## src/rtl/agg_seq.sv

```systemverilog
// -----------------------------------------------------------------------------
// agg_seq
//
// Aggregation-stage sequencer. It collects a configured number of signed
// partial sums from the PE stream, accumulates them with per-beat saturation,
// applies ReLU and hands one result per job to the ALU over valid/ready.
//
// Ports
//   clk            rising-edge clock
//   rst            asynchronous, active-high reset
//   start          job start pulse, honoured only while idle
//   cfg_len        partial sums per job, sampled on an accepted start (0 -> 1)
//   psum_valid     partial-sum beat valid
//   psum_data      signed partial sum
//   psum_ready     high only while accumulating
//   agg_out2alu    ReLU result, held stable while agg_out_valid is high
//   agg_out_acted  1 when the pre-activation sum was strictly positive
//   agg_out_valid  result valid towards the ALU
//   alu_ready      ALU accepts the result
//   busy           high whenever a job is in progress
//   done           one-cycle pulse on the cycle after the result handshake
//
// Every output is a flop, so there is no combinational path from psum_valid
// or alu_ready to any output.
// -----------------------------------------------------------------------------
module agg_seq #(
    parameter int agg_width = 12,
    parameter int cnt_width = 8
) (
    input  logic                        clk,
    input  logic                        rst,
    input  logic                        start,
    input  logic [cnt_width-1:0]        cfg_len,
    input  logic                        psum_valid,
    input  logic signed [agg_width-1:0] psum_data,
    output logic                        psum_ready,
    output logic [agg_width-1:0]        agg_out2alu,
    output logic                        agg_out_acted,
    output logic                        agg_out_valid,
    input  logic                        alu_ready,
    output logic                        busy,
    output logic                        done
);

    typedef enum logic [2:0] {
        S_IDLE,
        S_ACCUM,
        S_ACT,
        S_OUT,
        S_DONE
    } state_t;

    localparam logic signed [agg_width-1:0] ACC_MAX = {1'b0, {(agg_width-1){1'b1}}};
    localparam logic signed [agg_width-1:0] ACC_MIN = {1'b1, {(agg_width-1){1'b0}}};

    state_t                      state;
    logic signed [agg_width-1:0] acc;
    logic [cnt_width-1:0]        cnt;
    logic [cnt_width-1:0]        len;

    logic                        beat;
    logic [cnt_width-1:0]        cnt_next;
    logic signed [agg_width-1:0] acc_next;

    // Signed add one bit wider than the operands; a carry into the extra bit
    // that disagrees with the operand sign bit means overflow, and the extra
    // bit then tells which rail to clamp to.
    function automatic logic signed [agg_width-1:0] sat_add(
        input logic signed [agg_width-1:0] a,
        input logic signed [agg_width-1:0] b
    );
        logic signed [agg_width:0] sum;
        sum = {a[agg_width-1], a} + {b[agg_width-1], b};
        if (sum[agg_width] != sum[agg_width-1])
            sat_add = sum[agg_width] ? ACC_MIN : ACC_MAX;
        else
            sat_add = sum[agg_width-1:0];
    endfunction

    // psum_ready is the registered copy of "state is ACCUM", so a beat only
    // ever happens while accumulating.
    always_comb begin
        beat     = psum_valid & psum_ready;
        cnt_next = cnt + 1'b1;
        acc_next = sat_add(acc, psum_data);
    end

    // NOTE: sequential state uses non-blocking assignments so every flop
    // samples pre-edge values regardless of statement order.
    always_ff @(posedge clk or posedge rst) begin
        if (rst) begin
            state         <= S_IDLE;
            acc           <= '0;
            cnt           <= '0;
            len           <= '0;
            psum_ready    <= 1'b0;
            agg_out2alu   <= '0;
            agg_out_acted <= 1'b0;
            agg_out_valid <= 1'b0;
            busy          <= 1'b0;
            done          <= 1'b0;
        end else begin
            done <= 1'b0;
            unique case (state)
                S_IDLE: begin
                    if (start) begin
                        state      <= S_ACCUM;
                        len        <= (cfg_len == '0) ? cnt_width'(1) : cfg_len;
                        acc        <= '0;
                        cnt        <= '0;
                        psum_ready <= 1'b1;
                        busy       <= 1'b1;
                    end
                end

                S_ACCUM: begin
                    if (beat) begin
                        acc <= acc_next;
                        cnt <= cnt_next;
                        if (cnt_next == len) begin
                            state      <= S_ACT;
                            psum_ready <= 1'b0;
                        end
                    end
                end

                S_ACT: begin
                    agg_out2alu   <= acc[agg_width-1] ? '0 : acc;
                    agg_out_acted <= (acc > 0);
                    agg_out_valid <= 1'b1;
                    state         <= S_OUT;
                end

                S_OUT: begin
                    // Result and flag stay untouched here, so they hold
                    // through any ALU stall.
                    if (alu_ready) begin
                        agg_out_valid <= 1'b0;
                        done          <= 1'b1;
                        state         <= S_DONE;
                    end
                end

                S_DONE: begin
                    busy  <= 1'b0;
                    state <= S_IDLE;
                end

                default: begin
                    state         <= S_IDLE;
                    psum_ready    <= 1'b0;
                    agg_out_valid <= 1'b0;
                    busy          <= 1'b0;
                end
            endcase
        end
    end

endmodule

```

## config.mk

```make
export PLATFORM = sky130hd
export DESIGN_NAME = agg_seq
export DESIGN_NICKNAME = d
export VERILOG_FILES = /design/src/rtl/agg_seq.sv
export SDC_FILE = /design/constraint.sdc
export NUM_CORES = 1
export LEC_CHECK = 0
export CELL_PAD_IN_SITES_DETAIL_PLACEMENT = 1
export CELL_PAD_IN_SITES_GLOBAL_PLACEMENT = 2
export CORE_UTILIZATION = 30
export CTS_CLUSTER_DIAMETER = 100
export CTS_CLUSTER_SIZE = 16
export DETAILED_ROUTE_END_ITERATION = 6
export GPL_ROUTABILITY_DRIVEN = 0
export PLACE_DENSITY_LB_ADDON = 0.1
export RECOVER_POWER = 100
export SYNTH_ARGS = -nofsm -noshare
export SYNTH_HDL_FRONTEND = slang
export SYNTH_SLANG_ARGS = --single-unit
export TNS_END_PERCENT = 30
```

## constraint.sdc

```tcl
create_clock -name clk -period 2.9 [get_ports clk]
set_clock_uncertainty 0.15 [all_clocks]
set_input_delay 0.435 -clock clk [delete_from_list [all_inputs] [get_ports clk]]
set_output_delay 0.435 -clock clk [all_outputs]
set_load 0.01 [all_outputs]
```

==> flow_metrics.py <==
metrics = {
    "status": {
        "outcome": "finished with violations",
        "violations": "design-rule violations",
    },
    "cts": {
        "cts_buffers": 5,
        "cts_tree": "done",
        "postCtsHoldBufs": 0,
        "cts-root-buf": "clkbuf_8",
        "cts_max_level": 2,
        "max-clock-path-buffers": 2,
        "path_clk_slew_ns": 0.10,
        "clkLatencyLatePin_ns": 0.30,
        "clock-sinks": 47,
    },
    "synth": {
        "synthAdderAreaFrac_pct": 6.94,
        "synthDominantCellAreaShare_pct": 42.4,
        "async_flop_share_pct": 100,
        "ys_types": 51,
        "ys_seq_elements": 47,
        "yosys.area_share.xor_xnor_pct": 7.57,
        "synth.mux.area_fraction_pct": 0.361,
        "syn_nets": 332,
        "synth_area_um2": 2780,
        "synth_top_family_by_area": "compound AO/OA/AOI/OAI gates",
        "synth.yosys.seq_area_share_pct": 42.4,
        "synth-compound-area-share_pct": 21.0,
        "syn_inst": 293,
        "yosys.area_share.simple_pct": 19.4,
        "postSynthAreaPerCell_um2": 9.47,
        "synth_area_leaders": "dfrtp_1 42%, nand2_1 6.8%, o21ai_0 6.5%, ha_1 5.9%, xnor2_1 5.0%",
        "yosys_warnings": 0,
        "yosysTopAreaCell": "dfrtp_1",
        "synth_edf_count": 0,
        "yosys_most_used_dff": "dfrtp_1",
    },
    "power": {
        "irDropWorstVdd_mv": 0.349,
        "p_leak_uw": 0.00162,
        "power.density_nw_per_um2": 1070,
    },
    "global_routing": {
        "grt_overflow_total": 0,
        "grt_pass1_vias": 2472,
        "grt_pass1_wl_um": 12500,
        "grt_use_total_pct": 16.1,
        "grt_start_max_net_pins": 48,
        "antenna_found_initial": 0,
    },
    "floorplanning": {
        "rows": 34,
        "dieArea_um2": 9640,
        "dieHeight_um": 98.2,
        "die_w_um": 98.2,
        "core-area_um2": 8850,
        "start_util_pct": 31.4,
        "io_pins": 42,
    },
    "setup_path": {
        "worst-setup-path-type": "input pin to register",
        "cp.required_ns": 2.93,
        "endpoint_kind": "register",
        "cp_max_fo": 8,
        "reg2reg_setup_slack_ns": 0.13,
        "cp-start-kind": "input pin",
        "arrival_ns": 2.82,
    },
    "detailed_routing": {
        "num_vias": 2374,
        "detail-route-antenna-nets": 0,
        "wirelength_um": 7430,
        "drc": 2,
        "drtIter0Drc": 61,
        "avgRoutedWirePerCell_um": 15.8,
        "first_pass_iters": 7,
        "via_per_inst": 5.05,
    },
    "layout": {
        "final_cell_mix": "50 x nand2_1, 47 x dfrtp_1, 33 x o21ai_0",
        "nets": 400,
        "insertedDiodeCount": 0,
        "final_common_cell": "nand2_1",
        "drive_above_1_share_pct": 16.6,
        "fin_util_pct": 41.4,
        "area_growth_syn_to_layout_pct": 31.9,
    },
    "min_path": {
        "min_path_type": "register to register",
    },
    "sta": {
        "fin_crit_ns": 2.79,
        "fin_crit_sh_pct": 96.2,
        "fmax_ghz": 0.359,
        "finalSetupViolCount": 0,
        "rsz0062_at_grt": "no",
        "maxSlewViolCount": 0,
        "relSlewSlack_pct": 22.2,
        "hold_viol": 0,
        "worstMarginPinSlew_ns": 1.17,
        "finalWorstSetupSlack_ns": 0.111,
        "whs_ns": 0.333,
    },
    "placed_design": {
        "hpwl_um": 5710,
        "io_buffer_count": 40,
        "dp_slack_ns": -0.458,
    },
    "flow_run": {
        "maxCapViolations": 0,
    },
}
layout make-up:
class                   instances  area (um^2)
fillers                      1042         5190
flip-flops and latches         47         1180
clock buffers                   6         82.6
well taps                     108          135
clock inverters                 2         16.3
multi-input cells             231         1610
inverters                       4         15.0
repair buffers                 72          624
where the power goes:
group / switching (uW) / internal (uW)
clock: 231 / 195
combinational: 1150 / 1150
sequential: 284 / 905
cell usage after synthesis, types with 4 or more instances:
| cell | instances |
|---|---|
| nand2_1 | 50 |
| dfrtp_1 | 47 |
| o21ai_0 | 36 |
| xnor2_1 | 16 |
| ha_1 | 13 |
| nand2b_1 | 12 |
| nor2_1 | 12 |
| clkbuf_1 | 8 |
| xor2_1 | 8 |
| nand3_1 | 7 |
| a21o_1 | 6 |
| a21oi_1 | 6 |
| a211oi_1 | 5 |
| a221o_2 | 5 |
| nor4_1 | 5 |
| inv_1 | 4 |
| nor3_1 | 4 |
per-layer routing:
layer / part of all wire, % / vias to the layer above / wire [um] / global-route usage (%)
li1: - / 1180 / - / -
met4: 0.31 / 0 / 23 / 3.10
met1: 50 / 1169 / 3730 / 22.9
met2: 48 / 23 / 3540 / 26.1
met3: 1.8 / 2 / 133 / 2.58
met5: 0 / - / 0 / 0
timing repair:
item                       CTS  global route
gates resized for setup      4            12
hold endpoints to repair     0             0
pin swaps                    2             9
setup endpoints to repair   11            12
setup buffers                0             2
critical path, cell delays in order:
cell and delay [ns]:
clkdlybuf4s50_1 0.40, ha_1 0.22, fa_1 0.38, a21o_1 0.20, and3_2 0.24, o21ai_4 0.15, o2111a_2 0.24, a311oi_4 0.16
a221o_2 0.39
logic make-up (layout without fill, tap and decap cells):
logic type | count (synthesis) | in the layout
AND/OR/NAND/NOR | 110 | 110
AO/OA/AOI/OAI | 80 | 80
flip-flops | 47 | 47
XOR/XNOR | 24 | 24
adder cells (fa/ha/maj) | 15 | 15
buffers and inverters | 15 | 84
other | 1 | 1
multiplexers | 1 | 1
worst paths after layout:
path / endpoint / cells past startpoint / startpoint
min: agg_out2alu[9] / 2 / agg_out2alu[9]
min in group asynchronous: state[2] / 3 / rst
min reg2reg: agg_out2alu[9] / 2 / agg_out2alu[9]
max: acc[4] / 9 / psum_data[0]
max in group asynchronous: acc[0] / 3 / rst
max reg2reg: acc[4] / 8 / acc[5]
flip-flops by register name (all words and copies together), names as in the netlist:
name           count
cnt                8
agg_out2alu       11
psum_ready         1
len                8
agg_out_acted      1
state              3
acc               12
busy               1
done               1
agg_out_valid      1
stage by stage:
step           setup TNS, ns  power [uW]  std cells  instance area, um^2
3_3_place_gp           -4.08        3400        460                 3490
4_1_cts                    0        3920        468                 3600
3_5_place_dp           -4.82        3450        460                 3490
5_1_grt                    0        4250        470                 3660
6_report                   0        3920        470                 3660
2_1_floorplan              0        2540        293                 2780
(Power assumes the default switching activity.)
